<file path="config.mk">
export PLATFORM = sky130hd
export DESIGN_NAME = irq_request_latch
export DESIGN_NICKNAME = d
export VERILOG_FILES = /design/src/rtl/irq_request_latch.sv
export SDC_FILE = /design/constraint.sdc
export NUM_CORES = 1
export LEC_CHECK = 0
export BUFFER_PORTS_ARGS = -buffer_cell sky130_fd_sc_hd__buf_2
export CAP_MARGIN = 5
export CORE_AREA = 4 4 47 49
export DETAILED_ROUTE_END_ITERATION = 12
export DIE_AREA = 0 0 51 53
export PLACE_DENSITY_LB_ADDON = 0.3
export SLEW_MARGIN = 5
export SYNTH_ARGS = -nofsm -noshare
export SYNTH_HDL_FRONTEND = slang
export SYNTH_SLANG_ARGS = --single-unit
</file>
<file path="constraint.sdc">
create_clock -name clk -period 1.1 [get_ports clk]
set_input_delay 0.11 -clock clk [delete_from_list [all_inputs] [get_ports clk]]
set_output_delay 0.11 -clock clk [all_outputs]
set_load 0.005 [all_outputs]
</file>
<file path="src/rtl/irq_request_latch.sv">
// Request capture front end for the 4-line priority encoder: synchronises raw
// request lines, logs rising edges as sticky pending bits and presents the masked vector.
module irq_request_latch #(
    parameter int unsigned SYNC_STAGES = 2,
    parameter int unsigned EDGE_MODE   = 1
) (
    input  logic       clk,
    input  logic       rst,
    input  logic [3:0] req_in,
    input  logic [3:0] mask_in,
    input  logic       clr_valid,
    input  logic [1:0] clr_idx,
    input  logic       ovf_clr,
    output logic       d0,
    output logic       d1,
    output logic       d2,
    output logic       d3,
    output logic [3:0] pending,
    output logic [3:0] overflow,
    output logic       any_pending
);

    localparam int unsigned LINES = 4;

    generate
        if (SYNC_STAGES < 2) begin : g_bad_sync_depth
            $error("irq_request_latch: SYNC_STAGES must be 2 or more");
        end
    endgenerate

    logic [LINES-1:0] sync_q [SYNC_STAGES];
    logic [LINES-1:0] s;
    logic [LINES-1:0] p;
    logic [LINES-1:0] rise;
    logic [LINES-1:0] clr_hit;
    logic [LINES-1:0] pending_next;
    logic [LINES-1:0] overflow_next;
    logic [LINES-1:0] gated;

    // Synchroniser chain plus previous-value flop for edge detection.
    always_ff @(posedge clk or posedge rst) begin
        if (rst) begin
            for (int k = 0; k < int'(SYNC_STAGES); k++) begin
                sync_q[k] <= '0;
            end
            p <= '0;
        end else begin
            sync_q[0] <= req_in;
            for (int k = 1; k < int'(SYNC_STAGES); k++) begin
                sync_q[k] <= sync_q[k-1];
            end
            p <= s;
        end
    end

    assign s    = sync_q[SYNC_STAGES-1];
    assign rise = s & ~p;

    // One-hot decode of the service clear strobe.
    always_comb begin
        clr_hit = '0;
        if (clr_valid) begin
            clr_hit[clr_idx] = 1'b1;
        end
    end

    // A new edge always beats a clear on the same line, and beats ovf_clr.
    always_comb begin
        pending_next  = pending;
        overflow_next = overflow;
        if (EDGE_MODE != 0) begin
            pending_next  = rise | (pending & ~clr_hit);
            overflow_next = (overflow & ~{LINES{ovf_clr}}) | (rise & pending & ~clr_hit);
        end else begin
            pending_next  = s;
            overflow_next = '0;
        end
    end

    always_ff @(posedge clk or posedge rst) begin
        if (rst) begin
            pending  <= '0;
            overflow <= '0;
        end else begin
            pending  <= pending_next;
            overflow <= overflow_next;
        end
    end

    // Mask only gates what the encoder sees; latching continues underneath.
    assign gated       = pending & mask_in;
    assign d0          = gated[0];
    assign d1          = gated[1];
    assign d2          = gated[2];
    assign d3          = gated[3];
    assign any_pending = |gated;

endmodule
</file>
; Word-level counts from Yosys, hierarchy flattened
; Cells that the tools add are included.
[totals]
out_inout_bits = 13
word_cells = 23
in_bits = 14
reg_bits = 20
[classes]
mux = 3
bitwise = 11
n_lt_le_gt_ge = 2
reduce_logical = 2
[op_table]
columns = op, n
row1 = AND 4 bit, 6
row2 = inverter 4 bit, 3
row3 = bitwise OR 4 bit, 2
row4 = 2-to-1 mux 4 bit, 1
row5 = OR reduction 4 bit, 1
row6 = less-than comparator 2 x 3 -> 1 bit (second input constant), 1
row7 = demux 1 bit (select 2 bit), 1
row8 = >= comparator 2 x 1 -> 1 bit (second input constant), 1
row9 = logical AND 1 bit, 1
row10 = 2-to-1 mux 1 bit, 1

; Longest topological paths before layout
[logic_depth]
ltp_word = 8
depth_mapped = 2
ltp_nobuf = 2

; Least setup slack after synthesis
; Ideal clock, no wire load.
[synth_path]
path_kind = register to output
startpoint = reg pending[2]
endpoint = out any_pending
setup_slack_ps = -76
path_buffers = 0
path_stages_with_launch = 3
t_arrival_ps = 1066
t_required_ps = 990
path_cell_list = dfrtp_1 and2_4 or4_4
[synth_via]
elab_chain_cells = 2
[synth_rtl]
columns = element, line_no
row1 = start: declaration, 18  ; output logic [3:0] pending,
row2 = start signal: assignment, 85  ; pending <= pending_next;
row3 = AND 4 bit, 91  ; assign gated = pending & mask_in;
row4 = via d2, 16  ; output logic d2,
row5 = OR reduction 4 bit, 96  ; assign any_pending = |gated;
row6 = end: declaration, 20  ; output logic any_pending
; The timed path passes the listed nets, and every way through them passes these cells.

; Final worst setup path
[layout_path]
startpoint = reg pending[1]
endpoint = out any_pending
[layout_via]
elab_chain_cells = 2
[layout_rtl]
columns = element, line_no
row1 = AND 4 bit, 91
row2 = OR reduction 4 bit, 96
; Every way passes these cells.

==> results.txt <==
Distinct cell type count after synthesis = 11
Final Hold Violating Endpoints = 0
Detailed-route via count = 495
Startpoint Class = flip-flop
DRT iter0 DRCs = 2
Sw power = 0.3255 mW
Drt pass-1 iters = 3
Top-count cell post-synth = dfrtp_1
Row count = 16
Final Cell Area = 1023 sq um
RSZ-0062 raised after global routing = yes
Post-route ant nets = 0
Die footprint = 2703 sq um
CTS Sinks = 20
Final Wtd Congestion = 0.7286
Cell count after synthesis = 50
Core ar. = 1862 sq um
Placed Instances = 108
Final non-filler cell total = 117
Overflow after GRT = 0
Root Driver = clkbuf_4
Synth area leader = dfrtp_1
Synth top area share = 72.60%
Synth area leaders = dfrtp_1 (73%), o41ai_1 (5.1%), inv_1 (4.9%)
Min Hold Slack = 100.4 ps
Avg WL per Cell = 10.97 um
HPWL after DPL = 983.7 um
CTS tree = done
Final min period = 1583 ps
# H-tree levels = 1
Total Nets Final = 105
Antenna diodes = 0
Min-delay worst type = input pin to flip-flop
DRC Markers = 0
CP max stage delay = 520 ps
Max Slew Vio Count = 0
Total chip power = 1.472 mW
Clk pwr share = 27.6%
Area after DPL = 890.9 sq um
Clock Skew = 3.959 ps
Mapped Avg Cell Area = 13.79 sq um
Initial Utilization = 37.03%
CP Data Required Time = 990 ps
Critical path class = flip-flop to output port
I/O Buffers = 26
Slew margin rel. = 79.85%
Max Root-Sink Buffers = 2
Die X = 51 um
Post-Place Worst Slack = -161.9 ps
Switch share = 22.12%
Fmax = 631.6 MHz
Die Ht = 53 um
PD cells = 1438 nW/um^2
Worst-path clk slew = 110 ps
Status = finished, violations left
Comb power frac = 17.0%
Mapped cell area = 689.4 sq um
Number of enable flip-flop cells after synthesis = 0
Top_reg_cell synth = dfrtp_1
Worst setup margin = -483.2 ps
CP max stage cell = or4_4
First-pass GRT wire length = 2249 um
Reg power frac = 55.4%
I/O pins = 27
Synthesized net count = 64
Avg Vias per Cell = 4.231
Fin util = 54.97%
Worst skew pair latency = 290 ps
Num CTS Buffers = 3
Failing checks = negative setup slack
Post-synth ARST share = 100.0%
Final WL = 1283 um
Leak = 0.5335 nW
Synth Warn # = 0
Tcrit/Tclk final = 143.9%
Largest net degree at the start of global routing = 21
Max cap viols = 0
Crit path max fanout = 2
Internal power = 1.146 mW
Initial antenna violation count = 0
Synth-to-Final Area Change = 48.46%
Share of post-route cells with drive strength above 1 = 44.44%
Setup Viol. Count Final = 1
Worst-margin pin slew = 298.3 ps
Peak VDD IR = 736.4 uV
Most instantiated cells after synthesis = dfrtp_1 (20), inv_1 (9), nand2b_1 (4), o22ai_1 (4), o41ai_1 (4)
Crit-path cells = and2_4, or4_4, buf_6
Synth Register Bits = 20
Critical Path End Type = output port
GRT Total Usage = 11.92%
Vias in the first global route = 518
Crit path DAT = 1470 ps
Post-synthesis sequential area ratio = 72.60%
Setup TNS = -483.2 ps
-- power by group through the flow --
stage          Combinational [mW]  Sequential (mW)  Clock (mW)
3_3_place_gp                0.198            0.825           0
4_1_cts                     0.256            0.815       0.432
3_5_place_dp                0.202            0.830           0
6_report                    0.250            0.816       0.406
5_1_grt                     0.280            0.823       0.476
2_1_floorplan              0.0794            0.833           0
-- path summary, 6_finish.rpt --
kind                            slack (ps)        from  cells past startpoint     endpoint
worst min register to register         360   sync_q[5]                      0         s[1]
max in group asynchronous              540         rst                      4   pending[2]
worst min-delay path                   100     ovf_clr                      3  overflow[1]
worst max register to register         130  pending[3]                      3  overflow[3]
min in group asynchronous              360         rst                      4         p[0]
worst max-delay path                  -480  pending[1]                      3  any_pending
-- cells in the final DEF, fill, tap and decap left out --
master / synthesis / routed
nand2b_1: 4 / 4
and3_1: 1 / 1
o22ai_1: 4 / 4
buf_4: 0 / 3
clkbuf_4: 0 / 3
or4_4: 1 / 1
nor3b_1: 1 / 1
inv_1: 9 / 9
and3b_1: 2 / 2
buf_6: 0 / 7
dfrtp_1: 20 / 20
dlygate4sd3_1: 0 / 5
o41ai_1: 4 / 4
clkbuf_8: 0 / 1
buf_2: 0 / 21
and2_4: 1 / 4
-- state kept, by name, indices dropped and copies added (netlist names) --
name,flops
p,4
overflow,4
pending,4
s,4
sync_q,4
-- critical path, delay by kind of cell (launching register included) --
family / cells / cell delay (ps)
simple gates: 2 / 660
flops: 1 / 390
buf+inv: 1 / 130
-- repair_timing --
item | in CTS | in global routing
pin swaps | 1 | 0
buffers inserted | 2 | 1
resized for setup | 7 | 5
hold buffers | 5 | 0
setup endpoints to repair | 2 | 9
endpoints found under the hold margin | 24 | 0
-- area by class of cell --
type / instances / area (sq um)
inverter: 9 / 33.78
clock buffer: 4 / 36.28
timing repair buffer: 36 / 256.5
sequential: 20 / 500.5
fill: 171 / 838.3
tap: 27 / 33.78
multi-input combinational: 21 / 162.7
-- layer usage --
layer | wire [um] | vias up | GRT usage [%]
met5 | 0 | - | 0
met2 | 653 | 21 | 20.60
met1 | 497 | 221 | 12.19
met3 | 118 | 2 | 3.944
li1 | - | 251 | -
met4 | 13 | 0 | 8.072
-- kinds of logic (layout without fill, tap and decap cells) --
| group | count (synthesis) | in the layout | share of synthesized area, % |
|---|---|---|---|
| and+or+nand+nor | 13 | 13 | 13.79 |
| buffers and inverters | 9 | 49 | 4.900 |
| AOI/OAI and AO/OA | 8 | 8 | 8.710 |
| DFF | 20 | 20 | 72.60 |
No activity file was read; power rests on OpenSTA's default activity.
